==> src/rtl/spi_xfer_arbiter.sv <==
// rtl/spi_xfer_arbiter.sv - round-robin arbiter sharing one SPI shift engine between requesters
//
// Ports:
//   clk, reset          system clock; synchronous active-high reset
//   req                 per-requester level request, held until done
//   req_wdata           32-bit word per requester, sampled at grant
//   gnt                 one-hot owner, grant cycle through done cycle
//   done                one-cycle completion pulse to the owner
//   rdata, err          read word and timeout flag, updated in the done cycle
//   go_transfer         stretched start pulse to the shift engine
//   data_write_to_spi   owner's word, held from grant to next grant
//   data_pack_ready     engine completion level (rising edge = finished)
//   data_read_from_spi  engine read word
module spi_xfer_arbiter #(
  parameter int N_REQ       = 2,
  parameter int GO_LEN      = 7,
  parameter int GAP_CYC     = 4,
  parameter int TIMEOUT_CYC = 1024
) (
  input  logic                 clk,
  input  logic                 reset,
  input  logic [N_REQ-1:0]     req,
  input  logic [32*N_REQ-1:0]  req_wdata,
  output logic [N_REQ-1:0]     gnt,
  output logic [N_REQ-1:0]     done,
  output logic [31:0]          rdata,
  output logic                 err,
  output logic                 go_transfer,
  output logic [31:0]          data_write_to_spi,
  input  logic                 data_pack_ready,
  input  logic [31:0]          data_read_from_spi
);

  localparam int PW = (N_REQ > 1) ? $clog2(N_REQ) : 1;
  localparam int GW = (GAP_CYC > 0) ? $clog2(GAP_CYC + 1) : 1;
  localparam int TW = (TIMEOUT_CYC > 1) ? $clog2(TIMEOUT_CYC) : 1;

  typedef enum logic [1:0] {S_IDLE, S_GO, S_WAIT, S_DONE} state_t;

  state_t          state, state_next;
  logic [PW-1:0]   ptr;
  logic [PW-1:0]   win;
  logic            found;
  logic            dpr_q;
  logic            dpr_rise;
  logic            edge_flag;
  logic [3:0]      go_cnt;
  logic [GW-1:0]   gap_cnt;
  logic [TW-1:0]   tmo_cnt;
  logic            xfer_ok;
  logic            xfer_tmo;

  assign dpr_rise = data_pack_ready & ~dpr_q;

  // Round-robin scan starting just after the last owner.
  always_comb begin
    found = 1'b0;
    win   = '0;
    for (int k = 1; k <= N_REQ; k++) begin
      int idx;
      idx = (int'(ptr) + k) % N_REQ;
      if (!found && req[PW'(idx)]) begin
        found = 1'b1;
        win   = PW'(idx);
      end
    end
  end

  always_comb begin
    state_next = state;
    xfer_ok    = 1'b0;
    xfer_tmo   = 1'b0;
    case (state)
      S_IDLE: if (gap_cnt == '0 && found) state_next = S_GO;
      S_GO:   if (go_cnt == 4'd0) state_next = S_WAIT;
      S_WAIT: begin
        // An edge caught during GO is remembered in edge_flag; edge beats timeout.
        if (dpr_rise || edge_flag) begin
          xfer_ok    = 1'b1;
          state_next = S_DONE;
        end else if (TIMEOUT_CYC != 0 && tmo_cnt == TW'(TIMEOUT_CYC - 1)) begin
          xfer_tmo   = 1'b1;
          state_next = S_DONE;
        end
      end
      S_DONE:  state_next = S_IDLE;
      default: state_next = S_IDLE;
    endcase
  end

  always_ff @(posedge clk) begin
    if (reset) begin
      state             <= S_IDLE;
      ptr               <= PW'(N_REQ - 1);
      dpr_q             <= 1'b0;
      edge_flag         <= 1'b0;
      go_cnt            <= '0;
      gap_cnt           <= '0;
      tmo_cnt           <= '0;
      gnt               <= '0;
      done              <= '0;
      rdata             <= '0;
      err               <= 1'b0;
      go_transfer       <= 1'b0;
      data_write_to_spi <= '0;
    end else begin
      state <= state_next;
      dpr_q <= data_pack_ready;
      done  <= '0;
      case (state)
        S_IDLE: begin
          if (gap_cnt != '0) begin
            gap_cnt <= gap_cnt - 1'b1;
          end else if (found) begin
            gnt               <= N_REQ'(1) << win;
            ptr               <= win;
            data_write_to_spi <= req_wdata[32*win +: 32];
            go_transfer       <= 1'b1;
            go_cnt            <= 4'(GO_LEN - 1);
            edge_flag         <= 1'b0;
          end
        end
        S_GO: begin
          if (dpr_rise) edge_flag <= 1'b1;
          if (go_cnt == 4'd0) begin
            go_transfer <= 1'b0;
            tmo_cnt     <= '0;
          end else begin
            go_cnt <= go_cnt - 1'b1;
          end
        end
        S_WAIT: begin
          tmo_cnt <= tmo_cnt + 1'b1;
          if (xfer_ok) begin
            rdata <= data_read_from_spi;
            err   <= 1'b0;
            done  <= gnt;
          end else if (xfer_tmo) begin
            rdata <= '0;
            err   <= 1'b1;
            done  <= gnt;
          end
        end
        S_DONE: begin
          gnt       <= '0;
          gap_cnt   <= GW'(GAP_CYC);
          edge_flag <= 1'b0;
        end
        default: ;
      endcase
    end
  end

endmodule
==> config.mk <==
export PLATFORM = sky130hd
export DESIGN_NAME = spi_xfer_arbiter
export DESIGN_NICKNAME = d
export VERILOG_FILES = /design/src/rtl/spi_xfer_arbiter.sv
export SDC_FILE = /design/constraint.sdc
export NUM_CORES = 1
export LEC_CHECK = 0
export BUFFER_PORTS_ARGS = -buffer_cell sky130_fd_sc_hd__buf_2
export CAP_MARGIN = 20
export CORE_MARGIN = 3
export CORE_UTILIZATION = 45
export CTS_BUF_LIST = sky130_fd_sc_hd__clkbuf_16
export DETAILED_ROUTE_END_ITERATION = 10
export HOLD_SLACK_MARGIN = 0.05
export MAX_ROUTING_LAYER = met4
export PLACE_DENSITY = 0.81
export SYNTH_ARGS = -nofsm -noshare
export SYNTH_HDL_FRONTEND = slang
export SYNTH_SLANG_ARGS = --single-unit
==> constraint.sdc <==
create_clock -name clk -period 3.9 [get_ports clk]
set_input_delay 0.39 -clock clk [delete_from_list [all_inputs] [get_ports clk]]
set_output_delay 0.39 -clock clk [all_outputs]
set_load 0.05 [all_outputs]
Word level (Yosys, flattened, before mapping)

Index checks and enable logic that the tools add are counted.

Add/subtract/negate cells: 5
$lt $le $gt $ge: 2
Eq/ne operators: 12
Shift-type cells: 2
Mux-type cells: 43
Bitwise operators: 4
Reduce and logical (&&, ||, !) cells: 23

Operators by type and width:

| cell                    | number |
|---|---|
| $mux W32                | 2 |
| $shiftx A64 B7 Y32      | 1 |
| $mux W1                 | 21 |
| $pmux W10 S2            | 1 |
| $mux W2                 | 8 |
| $ne A2 B2 Y1 const B    | 7 |
| $mux W4                 | 3 |
| $reduce_and A4 Y1       | 3 |
| $add A10 B1 Y10 const B | 1 |
| $eq A10 B10 Y1 const B  | 1 |
| $mux W10                | 1 |
| $reduce_and A3 Y1       | 3 |
| $pmux W2 S4             | 1 |
| $pmux W4 S2             | 1 |
| $reduce_bool A2 Y1      | 4 |
| $lt A1 B3 Y1 const B    | 2 |
| $pmux W3 S2             | 1 |
| $reduce_and A2 Y1       | 3 |
| $reduce_bool A3 Y1      | 2 |
| $eq A2 B2 Y1 const B    | 2 |
| $logic_not A4 Y1        | 1 |
| $pmux W2 S2             | 1 |
| $sub A4 B1 Y4 const B   | 1 |
| $logic_not A3 Y1        | 1 |
| other kinds (15)        | 19 |

Register bits: 92
Bits of input ports: 101
Output and inout port bits: 70
Logic and storage cells: 104

Longest topological paths before layout

Word-level depth: 12
Depth in mapped cells: 8
Gate-level depth less buffers: 6

Least setup slack after synthesis

OpenSTA, ideal clock, no wires.

Kind: reg-to-reg
Start: reg state[1]
End: reg tmo_cnt[8]
Library setup time: 0.070 ns
Arrival time: 1.614 ns
Required time: 3.830 ns
Slack: 2.217 ns
Cell stages (with the launch flop): 8
Buffers on the path: 1
Period minus slack after synthesis: 1.683 ns
Cells stage by stage: dfxtp_1 -> inv_1 -> ha_1 -> buf_2 -> and2b_2 -> o21ai_4 -> or4_1 -> a21oi_1

Word-level cells in the longest chain between the ends: 3
Elaborated cells between the ends (all ways): 6
Classes of those cells: eq/ne (3); mux (1); reduce/logical (2)

RTL lines:

| item                                                                       | RTL line | RTL |
|---|---|---|
| from (decl)                                                                | 40       | `state_t state, state_next;` |
| from (signal assigned)                                                     | 107      | `state <= state_next;` |
| $eq A2 B1 Y1 / $eq A2 B2 Y1 (equally long branches)                        | 110      | `case (state)` |
| $ne A2 B2 Y1 (no source line) / $reduce_bool A2 Y1 (equally long branches) | -        |  |
| $reduce_and A2 Y1 (no source line)                                         | -        |  |
| to (signal assigned)                                                       | 133      | `tmo_cnt <= tmo_cnt + 1'b1;` |
| to (decl)                                                                  | 49       | `logic [TW-1:0] tmo_cnt;` |

Several ways; a longest one is shown, not always the timed one.
A chain may end at the register's enable or synchronous reset.

Worst setup path after layout

Start: reg state[0]
End: reg data_write_to_spi[20]

Word-level cells in the longest chain between the ends: 2

RTL lines:

| item                               | RTL line | RTL |
|---|---|---|
| $logic_not A2 Y1                   | 110      |  |
| $reduce_and A3 Y1 (no source line) | -        |  |
| to (signal assigned)               | 117      | `data_write_to_spi <= req_wdata[32*win +: 32];` |
| to (decl)                          | 29       | `output logic [31:0] data_write_to_spi,` |

Every way passes these cells.

==> metrics.cfg <==
[setup_path]
crit_required_ns = 4.13
cpMaxStageDelayCell = and4b_2
reg2reg_depth = 6
crit_path_max_fanout = 47
cp.arrival_ns = 2.66
crit_path_end_kind = register
start_kind = register
critPathKind = reg2reg
r2r_setup_slack_ns = 1.47
r2r_start = state[0]
cp_cell_sequence = inv_1 -> ha_1 -> and4b_2 -> buf_4 -> nor2_1 -> a211oi_1
critPathMaxStageDelay_ns = 0.85
r2r-end = data_write_to_spi[20]

[global_routing]
grt_pass1_vias = 3342
grt-ovfl-total = 0
grt_max_degree = 51
grtUsageTotal_pct = 19.9
antenna_found_initial = 0
grt_first_pass_wirelength_um = 15500

[clock_network]
clock_sinks = 92
clk_latency_ns = 0.34
clock-root-buffer = clkbuf_16
cts_buffers = 9
cts_resized = 0
clk_path_buf_depth = 2
path_clk_slew_ns = 0.07
cts_tree = built
htree_levels = 3
cts_hold_buf = 0
cts_setup_buffers = 0

[floorplanning]
start_util_pct = 46.4
coreArea_um2 = 8260
die_area_um2 = 9650
num_rows = 33
die_x_um = 98.3
fp.dieH_um = 98.3
pin_count = 171

[placed_design]
portBuffers = 169
hpwlAfterDp_um = 6830
gp_congestion = 0.834

[routing]
drc = 0
num_vias = 3401
drt_iter0_markers = 99
viasPerCell = 5.34
ant_nets = 0
dr.pass1.iters = 4
wl_per_cell_um = 14.6
routed_wirelength_um = 9310

[timing]
max_freq_mhz = 411
hold_viol = 0
tns_ns = 0
max-slew-margin-rel_pct = 33.9
finalSetupViolCount = 0
rsz0062_at_grt = false
period_share_pct = 62.4
fin_crit_ns = 2.43
slew_viol_final = 0
skew_ns = 0.00963
holdWs_ns = 0.260
worst_pin_slew_ns = 0.992

[final_layout]
diodes = 0
areaGrowthSynthToFinish_pct = 31.5
final_nets = 636
final_layout_size_suffix_gt1_share_pct = 38.2
register_area_um2 = 1840
multi_input_area_um2 = 1820
n_fill_cell = 735

[logic_synthesis]
synthArstFlopShare_pct = 0
ys_seq_area_share_pct = 48.1
syn_area_per_cell_um2 = 10.3
synth_edf_count = 0
syn_nets = 482
ys_seq_elements = 92
syn_inst = 373
ys_dominant_reg_cell = dfxtp_1
synth_cell_type_count = 53
yosysWarnings = 0
syn-cell-area_um2 = 3830

[power_and_ir_drop]
power_density_nw_per_um2 = 804
seqPwrFrac_pct = 33.9
clkPwrFrac_pct = 22.2
intPower_w = 0.00226
p_leak_nw = 2.39
vdd_drop_max_v = 0.000491
power_frac_comb_pct = 43.9
p_sw_share_pct = 44.3
power_switching_w = 0.00179

[min_path]
worstHoldStart = data_read_from_spi[26]
hold_path_end = rdata[26]
worstHoldPathType = in2reg
min_delay_path_depth = 2

[job]
max_cap_viol_count = 0

[outcome]
outcome = completed

-- worst max-delay path by stage --
| stage | startpoint | end | slack (ns) | cells past startpoint |
|---|---|---|---|---|
| after floorplan | state[1] | tmo_cnt[8] | 2.22 | 7 |
| after global placement | state[0] | data_write_to_spi[22] | 1.60 | 6 |
| after detailed placement | state[1] | data_write_to_spi[20] | 1.46 | 6 |
| after CTS | state[1] | data_write_to_spi[20] | 1.45 | 6 |
| after global routing | state[1] | data_write_to_spi[26] | 1.25 | 6 |
| final | state[0] | data_write_to_spi[20] | 1.47 | 6 |
-- per-layer routing --
metal	wire, µm	up-vias	track usage [%]
li1	-	1701	-
met1	3860	1630	22.9
met2	5030	60	34.8
met3	300	10	4.21
met4	119	0	6.20
met5	0	-	-
-- synthesized netlist by cell type, drive strengths merged, types with 2 or more instances --
cell type	n	area share [%]
dfxtp	92	48
nor2	52	5.1
a211oi	36	7.1
mux2i	34	8.9
a32o	32	8.4
buf	20	2.7
a21oi	12	1.7
inv	11	1.1
clkbuf	9	0.88
ha	8	2.6
nand2	7	0.69
o21ai	5	1.0
xor2	5	1.1
nor2b	4	0.65
nor3	4	0.78
o2111ai	4	1.4
nor3b	3	0.59
or3	3	0.52
xnor2	3	0.69
a21o	2	0.42
a32oi	2	0.46
and4	2	0.49
nand2b	2	0.33
nand3	2	0.26
o21a	2	0.39
-- registers in the layout, indices dropped and copies added (netlist names) --
| name | flops |
|---|---|
| data_write_to_spi | 32 |
| done | 2 |
| dpr_q | 1 |
| edge_flag | 1 |
| err | 1 |
| gap_cnt | 3 |
| gnt | 2 |
| go_cnt | 4 |
| go_transfer | 1 |
| ptr | 1 |
| rdata | 32 |
| state | 2 |
| tmo_cnt | 10 |
-- layout by cell type, fill, tap and decap left out, types with 2 or more instances in the layout --
master       n
a211oi_1    36
a21oi_1     11
a32o_1      32
a32oi_1      2
buf_2      169
buf_4        2
clkbuf_16   10
clkinv_4     2
dfxtp_1     91
ha_1         8
inv_1       10
inv_6        2
mux2i_1     34
nand2_1      7
nand2b_1     2
nand3_1      2
nor2_1      52
nor2b_1      4
nor3_1       2
nor3b_1      3
o2111ai_1    3
o21a_1       2
o21ai_0      3
or3_1        2
xnor2_1      3
xor2_1       5
-- per-stage QoR --
step           total power (W)  worst slack (ns)  std cells  utilization [%]  instance area, µm²
2_1_floorplan          0.00279              2.22        373                -                3830
3_3_place_gp           0.00310              1.60        620             56.8                4690
3_5_place_dp           0.00317              1.46        620             56.8                4690
4_1_cts                0.00408              1.45        636             60.7                5010
5_1_grt                0.00430              1.25        637             61.0                5040
6_report               0.00405              1.47        637             61.0                5040
-- critical path: cells and delay by family (launching register included) --
family | cells | cell delay (ns)
simple gates | 2 | 0.92
fa+ha+maj | 1 | 0.37
flops | 1 | 0.34
compound gates | 1 | 0.23
buf+inv | 2 | 0.46
-- area by class of cell --
class / count / area share [%]
Timing Repair Buffer: 172 / 17.6
Multi-Input combinational cell: 241 / 36.1
Tap cell: 105 / 2.61
Sequential cell: 92 / 36.6
Clock buffer: 9 / 4.47
Inverter: 11 / 0.820
Clock inverter: 7 / 1.84
-- kinds of logic (layout without fill, tap and decap cells) --
logic type | after synthesis | in the layout | synth area share [%]
compound gates | 101 | 101 | 22.1
flops | 92 | 92 | 48.1
simple gates | 90 | 90 | 11.8
buf+inv | 40 | 199 | 4.67
mux | 34 | 34 | 8.89
fa+ha+maj | 8 | 8 | 2.61
xor+xnor | 8 | 8 | 1.83
-- power by group through the flow --
stage / Sequential (W) / Clock (W) / Combinational, W
final: 0.00137 / 0.000901 / 0.00178
after global routing: 0.00141 / 0.000972 / 0.00192
after CTS: 0.00137 / 0.000920 / 0.00179
after detailed placement: 0.00139 / 0 / 0.00178
after global placement: 0.00137 / 0 / 0.00173
after floorplan: 0.00192 / 0 / 0.000866
No activity file was read; power rests on OpenSTA's default activity.
